**config.mk**
```make
export PLATFORM = sky130hd
export DESIGN_NAME = aes_dec_ctrl_flat
export DESIGN_NICKNAME = d
export VERILOG_FILES = /design/src/rtl/aes_dec_ctrl_if.sv /design/src/rtl/aes_dec_ctrl.sv /design/src/flat_wrapper.sv
export SDC_FILE = /design/constraint.sdc
export NUM_CORES = 1
export LEC_CHECK = 0
export ABC_AREA = 0
export CORE_AREA = 3 3 302 304
export DETAILED_ROUTE_END_ITERATION = 8
export DIE_AREA = 0 0 305 307
export GPL_ROUTABILITY_DRIVEN = 0
export SKIP_LAST_GASP = 1
export SYNTH_ARGS = -nofsm -noshare
export SYNTH_HDL_FRONTEND = slang
export SYNTH_SLANG_ARGS = --single-unit
```
**constraint.sdc**
```tcl
create_clock -name clk -period 1.8 [get_ports clk]
set_clock_uncertainty 0.2 [all_clocks]
set_input_delay 0.18 -clock clk [delete_from_list [all_inputs] [get_ports clk]]
set_output_delay 0.18 -clock clk [all_outputs]
set_load 0.01 [all_outputs]
```
**src/rtl/aes_dec_ctrl_if.sv**
```systemverilog
// Bundle of every signal between the AES decryption round controller and its
// neighbours (block source, key store, round datapath, plaintext consumer).
//   master : the controller itself (aes_dec_ctrl)
//   slave  : the surrounding environment (source, key store, datapath, sink)
// Signals:
//   in_valid/in_ready/in_data     ciphertext handshake and block
//   key_idx/key_data/key_valid    round-key request, same-cycle key, key usable
//   dp_state/dp_key/dp_last       operands for the external round datapath
//   dp_result                     combinational round result
//   out_valid/out_ready/out_data  plaintext handshake and block
//   busy                          controller is not idle
interface aes_dec_ctrl_if;
  localparam int unsigned BLK_W = 128;
  localparam int unsigned IDX_W = 4;

  logic             in_valid;
  logic             in_ready;
  logic [BLK_W-1:0] in_data;
  logic [IDX_W-1:0] key_idx;
  logic [BLK_W-1:0] key_data;
  logic             key_valid;
  logic [BLK_W-1:0] dp_state;
  logic [BLK_W-1:0] dp_key;
  logic             dp_last;
  logic [BLK_W-1:0] dp_result;
  logic             out_valid;
  logic             out_ready;
  logic [BLK_W-1:0] out_data;
  logic             busy;

  modport master (
    input  in_valid, in_data, key_data, key_valid, dp_result, out_ready,
    output in_ready, key_idx, dp_state, dp_key, dp_last, out_valid, out_data, busy
  );

  modport slave (
    output in_valid, in_data, key_data, key_valid, dp_result, out_ready,
    input  in_ready, key_idx, dp_state, dp_key, dp_last, out_valid, out_data, busy
  );
endinterface

```
**src/rtl/aes_dec_ctrl.sv**
```systemverilog
// AES inverse-cipher round controller. Takes a ciphertext block, applies the
// initial AddRoundKey with key NR, then steps an external round datapath
// through rounds NR-1 .. 0 (last round flagged via dp_last), stalling whenever
// the key store deasserts key_valid, and presents the plaintext until taken.
// Ports:
//   clk  - sole clock, rising edge
//   rst  - synchronous active-high reset, discards any block in flight
//   bus  - aes_dec_ctrl_if.master (handshakes, key store, datapath, status)
module aes_dec_ctrl #(
  parameter int unsigned NR = 10
) (
  input  logic           clk,
  input  logic           rst,
  aes_dec_ctrl_if.master bus
);

  localparam int unsigned BLK_W = 128;
  localparam int unsigned CNT_W = 4;

  localparam logic [CNT_W-1:0] NR_IDX = CNT_W'(NR);
  localparam logic [CNT_W-1:0] NR_M1  = CNT_W'(NR - 1);
  localparam logic [CNT_W-1:0] ONE    = CNT_W'(1);

  // One-hot controller states
  localparam logic [2:0] S_IDLE  = 3'b001;
  localparam logic [2:0] S_ROUND = 3'b010;
  localparam logic [2:0] S_DONE  = 3'b100;

  logic [2:0]       state_q,     state_d;
  logic [CNT_W-1:0] cnt_q,       cnt_d;
  logic [BLK_W-1:0] data_q,      data_d;
  logic [CNT_W-1:0] key_idx_q,   key_idx_d;
  logic             dp_last_q,   dp_last_d;
  logic             in_ready_q,  in_ready_d;
  logic             out_valid_q, out_valid_d;
  logic             busy_q,      busy_d;

  // Next state, datapath capture, and status outputs decoded from next state
  always_comb begin
    state_d = state_q;
    cnt_d   = cnt_q;
    data_d  = data_q;

    case (state_q)
      S_IDLE: begin
        // Accept only when the round-NR key is usable in the same cycle
        if (bus.in_valid && bus.key_valid) begin
          data_d  = bus.in_data ^ bus.key_data;
          cnt_d   = NR_M1;
          state_d = S_ROUND;
        end
      end
      S_ROUND: begin
        if (bus.key_valid) begin
          data_d = bus.dp_result;
          // Counter parks at zero rather than wrapping
          if (cnt_q == '0) begin
            state_d = S_DONE;
          end else begin
            cnt_d = cnt_q - ONE;
          end
        end
      end
      S_DONE: begin
        if (bus.out_ready) begin
          state_d = S_IDLE;
        end
      end
      default: begin
        state_d = S_IDLE;
      end
    endcase

    // Outputs registered: derive their values from the upcoming state
    in_ready_d  = (state_d == S_IDLE);
    out_valid_d = (state_d == S_DONE);
    busy_d      = (state_d != S_IDLE);
    key_idx_d   = NR_IDX;
    dp_last_d   = 1'b0;
    if (state_d == S_ROUND) begin
      key_idx_d = cnt_d;
      dp_last_d = (cnt_d == '0);
    end else if (state_d == S_DONE) begin
      key_idx_d = '0;
    end
  end

  // State and output registers
  always_ff @(posedge clk) begin
    if (rst) begin
      state_q     <= S_IDLE;
      cnt_q       <= '0;
      data_q      <= '0;
      key_idx_q   <= NR_IDX;
      dp_last_q   <= 1'b0;
      in_ready_q  <= 1'b1;
      out_valid_q <= 1'b0;
      busy_q      <= 1'b0;
    end else begin
      state_q     <= state_d;
      cnt_q       <= cnt_d;
      data_q      <= data_d;
      key_idx_q   <= key_idx_d;
      dp_last_q   <= dp_last_d;
      in_ready_q  <= in_ready_d;
      out_valid_q <= out_valid_d;
      busy_q      <= busy_d;
    end
  end

  assign bus.in_ready  = in_ready_q;
  assign bus.out_valid = out_valid_q;
  assign bus.busy      = busy_q;
  assign bus.key_idx   = key_idx_q;
  assign bus.dp_last   = dp_last_q;
  assign bus.dp_state  = data_q;
  assign bus.out_data  = data_q;
  // Key passes straight to the datapath so the key store read stays single-cycle
  assign bus.dp_key    = bus.key_data;

endmodule

```
**src/flat_wrapper.sv**
```systemverilog
// flat-port wrapper written by rule: the top's interface ports become plain ports
module aes_dec_ctrl_flat 
#(
  parameter int unsigned NR = 10
)
  (clk, rst, bus_in_valid, bus_in_data, bus_key_data, bus_key_valid, bus_dp_result, bus_out_ready, bus_in_ready, bus_key_idx, bus_dp_state, bus_dp_key, bus_dp_last, bus_out_valid, bus_out_data, bus_busy);
  aes_dec_ctrl_if bus_i ();
  input  logic clk;
  input  logic rst;
  input wire logic [$bits(bus_i.in_valid)-1:0] bus_in_valid;
  input wire logic [$bits(bus_i.in_data)-1:0] bus_in_data;
  input wire logic [$bits(bus_i.key_data)-1:0] bus_key_data;
  input wire logic [$bits(bus_i.key_valid)-1:0] bus_key_valid;
  input wire logic [$bits(bus_i.dp_result)-1:0] bus_dp_result;
  input wire logic [$bits(bus_i.out_ready)-1:0] bus_out_ready;
  output wire logic [$bits(bus_i.in_ready)-1:0] bus_in_ready;
  output wire logic [$bits(bus_i.key_idx)-1:0] bus_key_idx;
  output wire logic [$bits(bus_i.dp_state)-1:0] bus_dp_state;
  output wire logic [$bits(bus_i.dp_key)-1:0] bus_dp_key;
  output wire logic [$bits(bus_i.dp_last)-1:0] bus_dp_last;
  output wire logic [$bits(bus_i.out_valid)-1:0] bus_out_valid;
  output wire logic [$bits(bus_i.out_data)-1:0] bus_out_data;
  output wire logic [$bits(bus_i.busy)-1:0] bus_busy;
  assign bus_i.in_valid = bus_in_valid;
  assign bus_i.in_data = bus_in_data;
  assign bus_i.key_data = bus_key_data;
  assign bus_i.key_valid = bus_key_valid;
  assign bus_i.dp_result = bus_dp_result;
  assign bus_i.out_ready = bus_out_ready;
  assign bus_in_ready = bus_i.in_ready;
  assign bus_key_idx = bus_i.key_idx;
  assign bus_dp_state = bus_i.dp_state;
  assign bus_dp_key = bus_i.dp_key;
  assign bus_dp_last = bus_i.dp_last;
  assign bus_out_valid = bus_i.out_valid;
  assign bus_out_data = bus_i.out_data;
  assign bus_busy = bus_i.busy;
  aes_dec_ctrl #(.NR(NR)) u_core (.clk(clk), .rst(rst), .bus(bus_i));
endmodule
```
; Yosys cells after proc, flatten, opt, wreduce, memory -nomap -nowiden
; Index checks and enable logic that the tools add are counted.
[classes]
eq_ne = 9
n_mux = 14
reduce_logical = 6
addsub = 1
bitwise = 2
[op_table]
columns = op, n
row1 = $mux W128, 2
row2 = $pmux W128 S2, 1
row3 = $xor A128 B128 Y128, 1
row4 = $mux W4, 5
row5 = $mux W3, 4
row6 = $pmux W3 S3, 1
row7 = $logic_not A4 Y1, 2
row8 = $pmux W4 S2, 1
row9 = $eq A3 B1 Y1 const B, 2
row10 = $eq A3 B2 Y1 const B, 2
row11 = $eq A3 B3 Y1 const B, 2
row12 = $sub A4 B1 Y4 const B, 1
row13 = $ne A3 B1 Y1 const B, 1
row14 = $reduce_and A3 Y1, 1
row15 = $ne A2 B1 Y1 const B, 1
row16 = $ne A2 B2 Y1 const B, 1
row17 = $reduce_bool A2 Y1, 1
row18 = $reduce_or A2 Y1, 1
row19 = $logic_and A1 B1 Y1, 1
row20 = $not A1 Y1, 1
[word_totals]
out_inout_bits = 392
word_cells = 40
in_bits = 389
reg_bits = 143

; Logic depth before layout (Yosys ltp)
; Gate-level depths: netlist (run 1).
[depth]
word_depth = 7
mapped_depth = 8
mapped_depth_nobuf = 6

; Worst setup path after synthesis (run 1)
; Ideal clock, no wire load.
[synth_timing]
path_kind = register to register
from = reg u_core.cnt_q[0]
to = reg u_core.dp_last_q (netlist: u_core.bus.dp_last)
path_stages_with_launch = 7
t_required_ns = 1.483
arrival_ns = 1.565
slack_ns = -0.082
cell_sequence = dfxtp_1 inv_1 ha_1 or3b_2 and2_1 a32oi_1 and4bb_1
[synth_via]
elab_chain_len = 7
elab_cells_between_ends = 13
cone_classes = add/sub: 1 / eq/ne: 1 / mux: 7 / bitwise: 1 / reduce/logical: 3
[synth_lines]
columns = item, line_no
row1 = "start, declared", aes_dec_ctrl.sv:30  ; logic [CNT_W-1:0] cnt_q, cnt_d;
row2 = "start signal, assigned", aes_dec_ctrl.sv:101  ; cnt_q <= cnt_d;
row3 = "parallel branches: the longest is 7 deep, another holds $sub A4 B1 Y4", -
row4 = "end signal, assigned", aes_dec_ctrl.sv:104  ; dp_last_q <= dp_last_d;
row5 = "end, declared", aes_dec_ctrl.sv:33  ; logic dp_last_q, dp_last_d;
; Several ways; the timed one is not identified.
; A chain may end at the register's enable or synchronous reset.

; Worst setup path in the final report (run 1)
[layout_timing]
from = reg u_core.state_q[2]
to = reg u_core.data_q[22] (netlist: u_core.bus.dp_state[22])
[layout_via]
elab_chain_len = 3
elab_cells_between_ends = 7
cone_classes = eq/ne: 4 / mux: 1 / reduce/logical: 2
[layout_lines]
columns = item, line_no
row1 = "start, declared", aes_dec_ctrl.sv:29  ; logic [2:0] state_q, state_d;
row2 = "start signal, assigned", aes_dec_ctrl.sv:100  ; state_q <= state_d;
row3 = $eq A3 B1 Y1 or $eq A3 B2 Y1 (tied branches), aes_dec_ctrl.sv:44  ; case (state_q)
row4 = $ne A2 B1 Y1 (no source line) (tied with other cells), -
row5 = $reduce_and A3 Y1 (no source line), -
row6 = "end signal, assigned", aes_dec_ctrl.sv:102  ; data_q <= data_d;
row7 = "end, declared", aes_dec_ctrl.sv:31  ; logic [BLK_W-1:0] data_q, data_d;
; Parallel ways exist; a longest one is shown, timed or not.

==> out/results.txt, run 1 <==
The flow ran to the end, but the final reports show violations. The final reports fail on setup timing. The number of endpoints failing setup at the final stage came out at 131.

The run gives 68.6% as the worst max-slew margin expressed relative to the limit. Global routing finished with a remaining overflow of 0. Entering global routing, the biggest net connects 52 pins. Counting every net in the synthesized netlist gives 1557. The number of synthesized flops with an enable pin is 0. Detailed routing inserted a total of 10115 vias. Primary flip-flop cell chosen by synthesis mapping: sky130_fd_sc_hd__dfxtp_1. For the via count of the first global-routing pass, the log shows 9987. The synthesized netlist occupies a cell area of 9150 µm². The number of register bits inferred by synthesis was 143; the residual antenna-violating net count after detailed routing was 0.

A synthesized cell averages 7.84 µm². Number of iterations in the first detailed-routing pass: 5. Most frequently used cell type in the post-synthesis netlist: sky130_fd_sc_hd__nand2_1.

The share of flip-flops with an asynchronous set or reset works out to 0%. Sorting the synthesized cells by area gives the leading types as sky130_fd_sc_hd__dfxtp_1 (31%), sky130_fd_sc_hd__buf_4 (21%), sky130_fd_sc_hd__xnor2_1 (12%). The clock passes through at most 2 buffers.

The cell sitting at the root of the clock tree is a sky130_fd_sc_hd__clkbuf_16. The required time at the worst-slack endpoint was 2.01 ns; the number of core rows was 109. During I/O placement, the number of pins put on the boundary was 781.

Clock-pin slew was measured on the worst setup and hold paths at 0.08 ns. Setup repair after global routing could not meet its margin everywhere. Power comes to 11.0 mW. The final critical path takes up 106% of the cycle. The worst setup path is captured at a flop. The netlist uses 37 different library cells. Total count of max-transition violations in the final report: 0.

After synthesis, the most frequently instantiated cells are sky130_fd_sc_hd__nand2_1 (258), sky130_fd_sc_hd__buf_4 (257), sky130_fd_sc_hd__dfxtp_1 (143), sky130_fd_sc_hd__a21oi_1 (130). Clock tree synthesis found a total of 143 sinks. The tool flagged a number of max-cap violations equal to 0. The tools report the filler cell count as 9915. The share of the synthesized area in the top cell type came out at 31.3%. The class of the tightest hold or removal check is primary input to flop.

For the slack of the critical path, the log shows -0.116 ns. The die width works out to 305 µm. STA classifies the critical path startpoint as a flop. Counting every instance in the synthesized netlist gives 1167.

For the pin with the worst max-slew slack, the measured transition is 0.471 ns. The yosys synthesis warning count came out at 0. The ratio of routed vias to standard cells is 3.47, and the number of buffers added by the clock tree synthesis step is 17. The smallest clock period supported by the final layout is computed as 1.92 ns. TritonCTS built the clock tree. The routed design has 65100 µm of wire. The number of antenna violations at the first check in global routing came out at 16. The setup slack after placement was -0.406 ns; the multi-input gate area in the final layout was 4070 µm².

In this run the tool buffered the top-level ports with 780 buffer cells. The detailed router finished its first iteration with 514 violations. For this design the ratio of total power to cell area is 614 nW/µm². Compared with the post-synthesis result, the final layout area differs by 95.7%. After detailed routing, the number of remaining DRC violations is 0. Number of hold violations in the final report: 0. The register-to-register setup slack is -0.12 ns, and the largest fanout on the critical path is 17.

Of the cells placed in the final design, the portion with a size suffix greater than 1 is 10.9%. Post-route cell area: 17900 µm². The HPWL after detailed placement was 51500 µm; the static leakage power was 7.48 nW. Derived from the worst setup path, the maximum achievable clock frequency is 522 MHz. VDD sags by at most 0.000707 V. The final net count came out at 2121.

sky130_fd_sc_hd__dfxtp_1 takes more of the synthesized area than any other cell. The logs give 10.3% for the starting density of the core and 4 for the maximum level of the CTS H-tree. Dividing the detail-routed wire length by the instance count gives 22.4 µm. The arrival time at the worst endpoint was 2.12 ns. The floorplan step set the die height to 307 µm.

Sequential elements use 31.3% of the synthesized area. The summed negative setup slack over all endpoints was -4.91 ns. The die covers 93600 µm². Summing all placed instances gives a cell area of 16800 µm². The critical path class was flop to flop. Core outline area: 88500 µm². The insertion delay to the later sink of the worst-skew pair was 0.48 ns. For the global router's overall resource usage, the log shows 12.7%. The first global-routing pass estimated 81600 µm of wire. The logs give 2900 µm² for the storage element area and 0.163 ns for the tightest hold margin.
flip-flops by register name, summed over array words and instances (netlist names):
signal,cells
u_core.bus.in_ready,1
u_core.bus.dp_state,128
u_core.bus.out_valid,1
u_core.state_q,3
u_core.bus.key_idx,4
u_core.cnt_q,4
u_core.bus.busy,1
u_core.bus.dp_last,1
final cells by class:
| cell class | count | share of cell area [%] |
|---|---|---|
| multi-input cells | 685 | 22.7 |
| clock inverters | 15 | 1.06 |
| repair buffers | 876 | 49.3 |
| inverters | 8 | 0.168 |
| flip-flops and latches | 143 | 16.2 |
| well taps | 1165 | 8.14 |
| diodes | 4 | 0.0559 |
| clock buffers | 17 | 2.38 |
worst max-delay path, cell delays in order, from the launching register on:
cell and delay (ns):
sky130_fd_sc_hd__dfxtp_4 0.35, sky130_fd_sc_hd__buf_12 0.12, sky130_fd_sc_hd__and4bb_2 0.31, sky130_fd_sc_hd__a21o_4 0.16, sky130_fd_sc_hd__buf_12 0.18, sky130_fd_sc_hd__buf_4 0.15, sky130_fd_sc_hd__o211ai_1 0.15, sky130_fd_sc_hd__a21oi_1 0.18
through the flow:
step	std cells	util (%)
CTS	2892	19.7
global placement	2850	19.0
floorplan	1167	-
finish	2913	20.2
detailed placement	2850	19.0
global route	2912	20.2
worst paths after layout:
check | startpoint | end | depth (start not counted)
worst min-delay path | bus_dp_result[42] | u_core.bus.dp_state[42] | 3
worst max register to register | u_core.state_q[2] | u_core.bus.dp_state[22] | 7
worst max-delay path | u_core.state_q[2] | u_core.bus.dp_state[22] | 7
worst min register to register | u_core.bus.dp_state[104] | u_core.bus.dp_state[104] | 2
what timing repair did:
action	in CTS	in global routing
hold endpoints to repair	34	0
gates cloned	5	13
setup endpoints to repair	380	138
pin swaps	9	8
resized for setup	289	35
hold buffers	1	0
setup buffers	5	4
cells by family after synthesis:
kind of cell / synth area share, %
buffers and inverters: 25.1
and+or+nand+nor: 12.6
AOI/OAI and AO/OA: 18.5
DFF: 31.3
xor gates and xnor gates: 12.3
muxes: 0.123
adders and majority gates: 0.137
placed cells by master, fill, tap and decap left out, types with 3 or more instances in the layout:
cell	n
sky130_fd_sc_hd__clkdlybuf4s50_1	517
sky130_fd_sc_hd__nand2_1	255
sky130_fd_sc_hd__dlygate4sd2_1	238
sky130_fd_sc_hd__xnor2_1	128
sky130_fd_sc_hd__o211ai_1	128
sky130_fd_sc_hd__a21oi_1	127
sky130_fd_sc_hd__dfxtp_1	120
sky130_fd_sc_hd__buf_4	67
sky130_fd_sc_hd__clkbuf_16	27
sky130_fd_sc_hd__dfxtp_2	21
sky130_fd_sc_hd__buf_12	17
sky130_fd_sc_hd__buf_16	9
sky130_fd_sc_hd__inv_1	8
sky130_fd_sc_hd__nor2_1	7
sky130_fd_sc_hd__buf_6	7
sky130_fd_sc_hd__inv_6	6
sky130_fd_sc_hd__diode_2	4
sky130_fd_sc_hd__inv_8	4
sky130_fd_sc_hd__nand2_2	3
sky130_fd_sc_hd__nor3_1	3
sky130_fd_sc_hd__clkdlybuf4s15_1	3
sky130_fd_sc_hd__clkdlybuf4s15_2	3
where the power goes:
| part | switching (mW) | internal [mW] | total (mW) |
|---|---|---|---|
| sequential | 0.167 | 3.35 | 3.51 |
| clock | 1.84 | 2.12 | 3.96 |
| combinational | 1.58 | 1.95 | 3.53 |
layer usage:
metal	track usage, %	up-vias	part of all wire, %
met5	0	-	0.071
met4	4.42	6	3.0
met3	4.08	74	7.6
met2	21.2	572	47
met1	15.3	4665	42
li1	-	4798	-
Power figures use the tool's default switching activity.
==> run 2, diff against run 1 <==
--- a/config.mk
+++ b/config.mk
@@ -6,10 +6,10 @@
 export NUM_CORES = 1
 export LEC_CHECK = 0
 export ABC_AREA = 0
+export CAP_MARGIN = 20
 export CORE_AREA = 3 3 302 304
 export DETAILED_ROUTE_END_ITERATION = 8
 export DIE_AREA = 0 0 305 307
-export GPL_ROUTABILITY_DRIVEN = 0
 export SKIP_LAST_GASP = 1
 export SYNTH_ARGS = -nofsm -noshare
 export SYNTH_HDL_FRONTEND = slang
==> results of run 2 <==
Final layout, timing and power as in run 1 (identical DEF).
==> run 3, diff against run 2 <==
--- a/config.mk
+++ b/config.mk
@@ -8,9 +8,9 @@
 export ABC_AREA = 0
 export CAP_MARGIN = 20
 export CORE_AREA = 3 3 302 304
+export CTS_CLUSTER_DIAMETER = 150
 export DETAILED_ROUTE_END_ITERATION = 8
 export DIE_AREA = 0 0 305 307
-export SKIP_LAST_GASP = 1
 export SYNTH_ARGS = -nofsm -noshare
 export SYNTH_HDL_FRONTEND = slang
 export SYNTH_SLANG_ARGS = --single-unit
==> run 3 against run 2 <==
Effect of this change:
- the flow still finishes with violations (setup timing)
- register-to-register slack got worse by 0.02 ns
- global-route usage barely moved
- critical path depth unchanged
- sequential power about the same
- largest cell class unchanged
- highest routed layer unchanged
==> out/results.txt, run 3 (synthesis gave the netlist of run 1 again) <==
The flow ran to the end, but the final reports show violations. The checks that failed: setup timing. The number of violations of the max-capacitance limit was 0.

The tools report the required time at the worst-slack endpoint as 2.01 ns. The worst IR drop on VDD was 0.000706 V; the starting density of the core was 10.3%. The final layout contains 2122 nets. TritonCTS built the clock tree. For this design the top-level I/O count stands at 781. The tools report the via count of the first global-routing pass as 9982. For this run, the detailed router's first-pass iteration total came to 5.

The critical path goes through buf_12 -> and4bb_2 -> a21o_4 -> buf_12 -> buf_6 -> o211ai_1 -> a21oi_1. The final wirelength was 65600 µm; the core outline area was 88500 µm². The most numerous cell type found on the critical path is sky130_fd_sc_hd__buf_12. For this design the static power due to leakage is 7.50 nW. From bottom edge to top edge, the die measures 307 µm. For this design the ratio of total power to cell area is 610 nW/µm².

The tree is rooted in a sky130_fd_sc_hd__clkbuf_16. The multi-input gate area in the final layout was 4240 µm²; the highest achievable clock rate was 517 MHz. The run gives 20.5% as the share of the core filled with cells.

The logs give 52 for the largest net degree at the start of global routing and 2900 µm² for the storage element area. The logs give 17 for the number of buffers added by the clock tree synthesis step and -0.13 ns for the register-to-register setup slack. The number of antenna violations at the first check in global routing came out at 16.

The category of cells accounting for the largest share of critical-path delay is compound AO/OA/AOI/OAI gates. Headroom to the max-slew limit came out at 68.4%. The die width is 305 µm. The summed negative setup slack over all endpoints was -6.87 ns.

At the pin with the least slew margin, the transition time is 0.473 ns. CTS saw 143 sinks. The post-route netlist has 13.7% of its cells at a drive strength greater than 1. The global router's overall resource usage was 12.7%; the total number of vias was 10133.

The register with the most flip-flops in the layout has 128 of them. The total count of max-transition violations in the final report was 0; the count of buffers inserted at the top-level ports was 780. For the worst-skew pair, the clock arrives at the later sink with an insertion delay of 0.48 ns. The logs give 0 for the number of hold violations in the final report and 131 for the number of endpoints failing setup at the final stage. On the critical path, the stage with the largest delay is an instance of sky130_fd_sc_hd__dfxtp_4. Portion of the clock cycle consumed by the worst path in the final layout: 107%. The tightest min-delay check is of the primary input to flop type.

In the layout the commonest cells are sky130_fd_sc_hd__clkdlybuf4s50_1 (517), sky130_fd_sc_hd__nand2_1 (252), sky130_fd_sc_hd__dlygate4sd2_1 (238), sky130_fd_sc_hd__xnor2_1 (128), sky130_fd_sc_hd__o211ai_1 (128). Dividing the detail-routed wire length by the instance count gives 22.5 µm. The tools report the tightest hold margin as 0.172 ns. Delay of the slowest cell on the worst path: 0.36 ns. No sink is reached through more buffers than the 2 on the longest clock path.

The worst path in the final design needs a cycle of 1.93 ns, including I/O delays and setup. The die covers 93600 µm². Total placed cells including tap cells: 2850. For the slack of the critical path, the log shows -0.132 ns.

Setup repair after global routing could not meet its margin everywhere. The logs give 4 for the maximum level of the CTS H-tree and 81700 µm for the global-route wire length before repair. The congestion estimate from routability-driven global placement came to 0.829.

In this run, the number of DRC markers left after iteration 0 of detailed routing was 509. The HPWL after detailed placement is 51500 µm. The synthesis-to-layout area growth was 97.9%; the largest fanout on the critical path was 17. Post-CTS clock slew at the launch and capture registers of the worst setup and hold paths: 0.08 ns. Leaving out fill and tap cells, the most frequent cell in the layout is sky130_fd_sc_hd__clkdlybuf4s50_1. After detailed routing, the number of vias per cell comes to 3.48.

At the worst endpoint, the arrival time is 2.14 ns. The run gives 18100 µm² as the post-route cell area. The run gives 0 as the sum of overflow across all layers after global routing. STA classifies the critical path startpoint as a flop.

The run gives 16800 µm² as the area after detailed placement. STA classifies the critical path endpoint as a flop. The sum of buffers and inverters on the critical path works out to 3. Row generation in the floorplan step produced 109 rows. The setup slack after placement was -0.406 ns. Critical path class: flop to flop.

The sum of internal, switching and leakage power came out at 11.1 mW. The filler cell count was 9901; the post-detailed-route DRC marker count was 0. The finished layout holds 2915 standard cells, fillers aside.

The detail route stage leaves a number of antenna-violating nets equal to 0.
## run 3: cell count changes in the layout (fill, tap and decap cells not counted), sizes merged
| cell | delta |
|---|---|
| diode | +1 |
| buf | +1 |
## run 3: final timing paths
| kind | cells past startpoint | from | to |
|---|---|---|---|
| worst max-delay path | 7 | u_core.state_q[2] | u_core.bus.dp_state[22] |
| worst min register to register | 2 | u_core.bus.dp_state[76] | u_core.bus.dp_state[76] |
| worst min-delay path | 3 | bus_dp_result[105] | u_core.bus.dp_state[105] |
| worst max register to register | 7 | u_core.state_q[2] | u_core.bus.dp_state[22] |
## run 3: area by class of cell
| class | instances | share of cell area [%] |
|---|---|---|
| Multi-Input combinational cell | 685 | 23.4 |
| Inverter | 8 | 0.166 |
| Antenna cell | 5 | 0.0691 |
| Clock buffer | 17 | 2.35 |
| Sequential cell | 143 | 16.0 |
| Timing Repair Buffer | 877 | 48.9 |
| Tap cell | 1165 | 8.05 |
| Clock inverter | 15 | 1.05 |
## run 3: tightest hold or removal path: cells and delay by family
kind            cells  cell delay (ns)
buf+inv             1             0.39
compound gates      2             0.25
## run 3: timing repair
action	4_1_cts	5_1_grt
gates resized for setup	301	83
hold buffers	1	0
hold endpoints to repair	34	0
buffers inserted	5	5
setup endpoints to repair	380	137
pin swaps	9	12
cloned	5	13
## run 3: report_power, final
group	leakage (nW)	switching [mW]	internal (mW)	total, mW
combinational	6.02	1.62	1.98	3.60
sequential	1.18	0.168	3.35	3.51
clock	0.300	1.83	2.12	3.94
## run 3: metal layers
layer / vias to the layer above / global-route usage [%] / share of wire [%]
li1: 4802 / - / -
met1: 4676 / 15.3 / 42
met2: 567 / 21.2 / 47
met3: 82 / 4.08 / 7.6
met4: 6 / 4.47 / 3.1
met5: - / 0 / 0.070
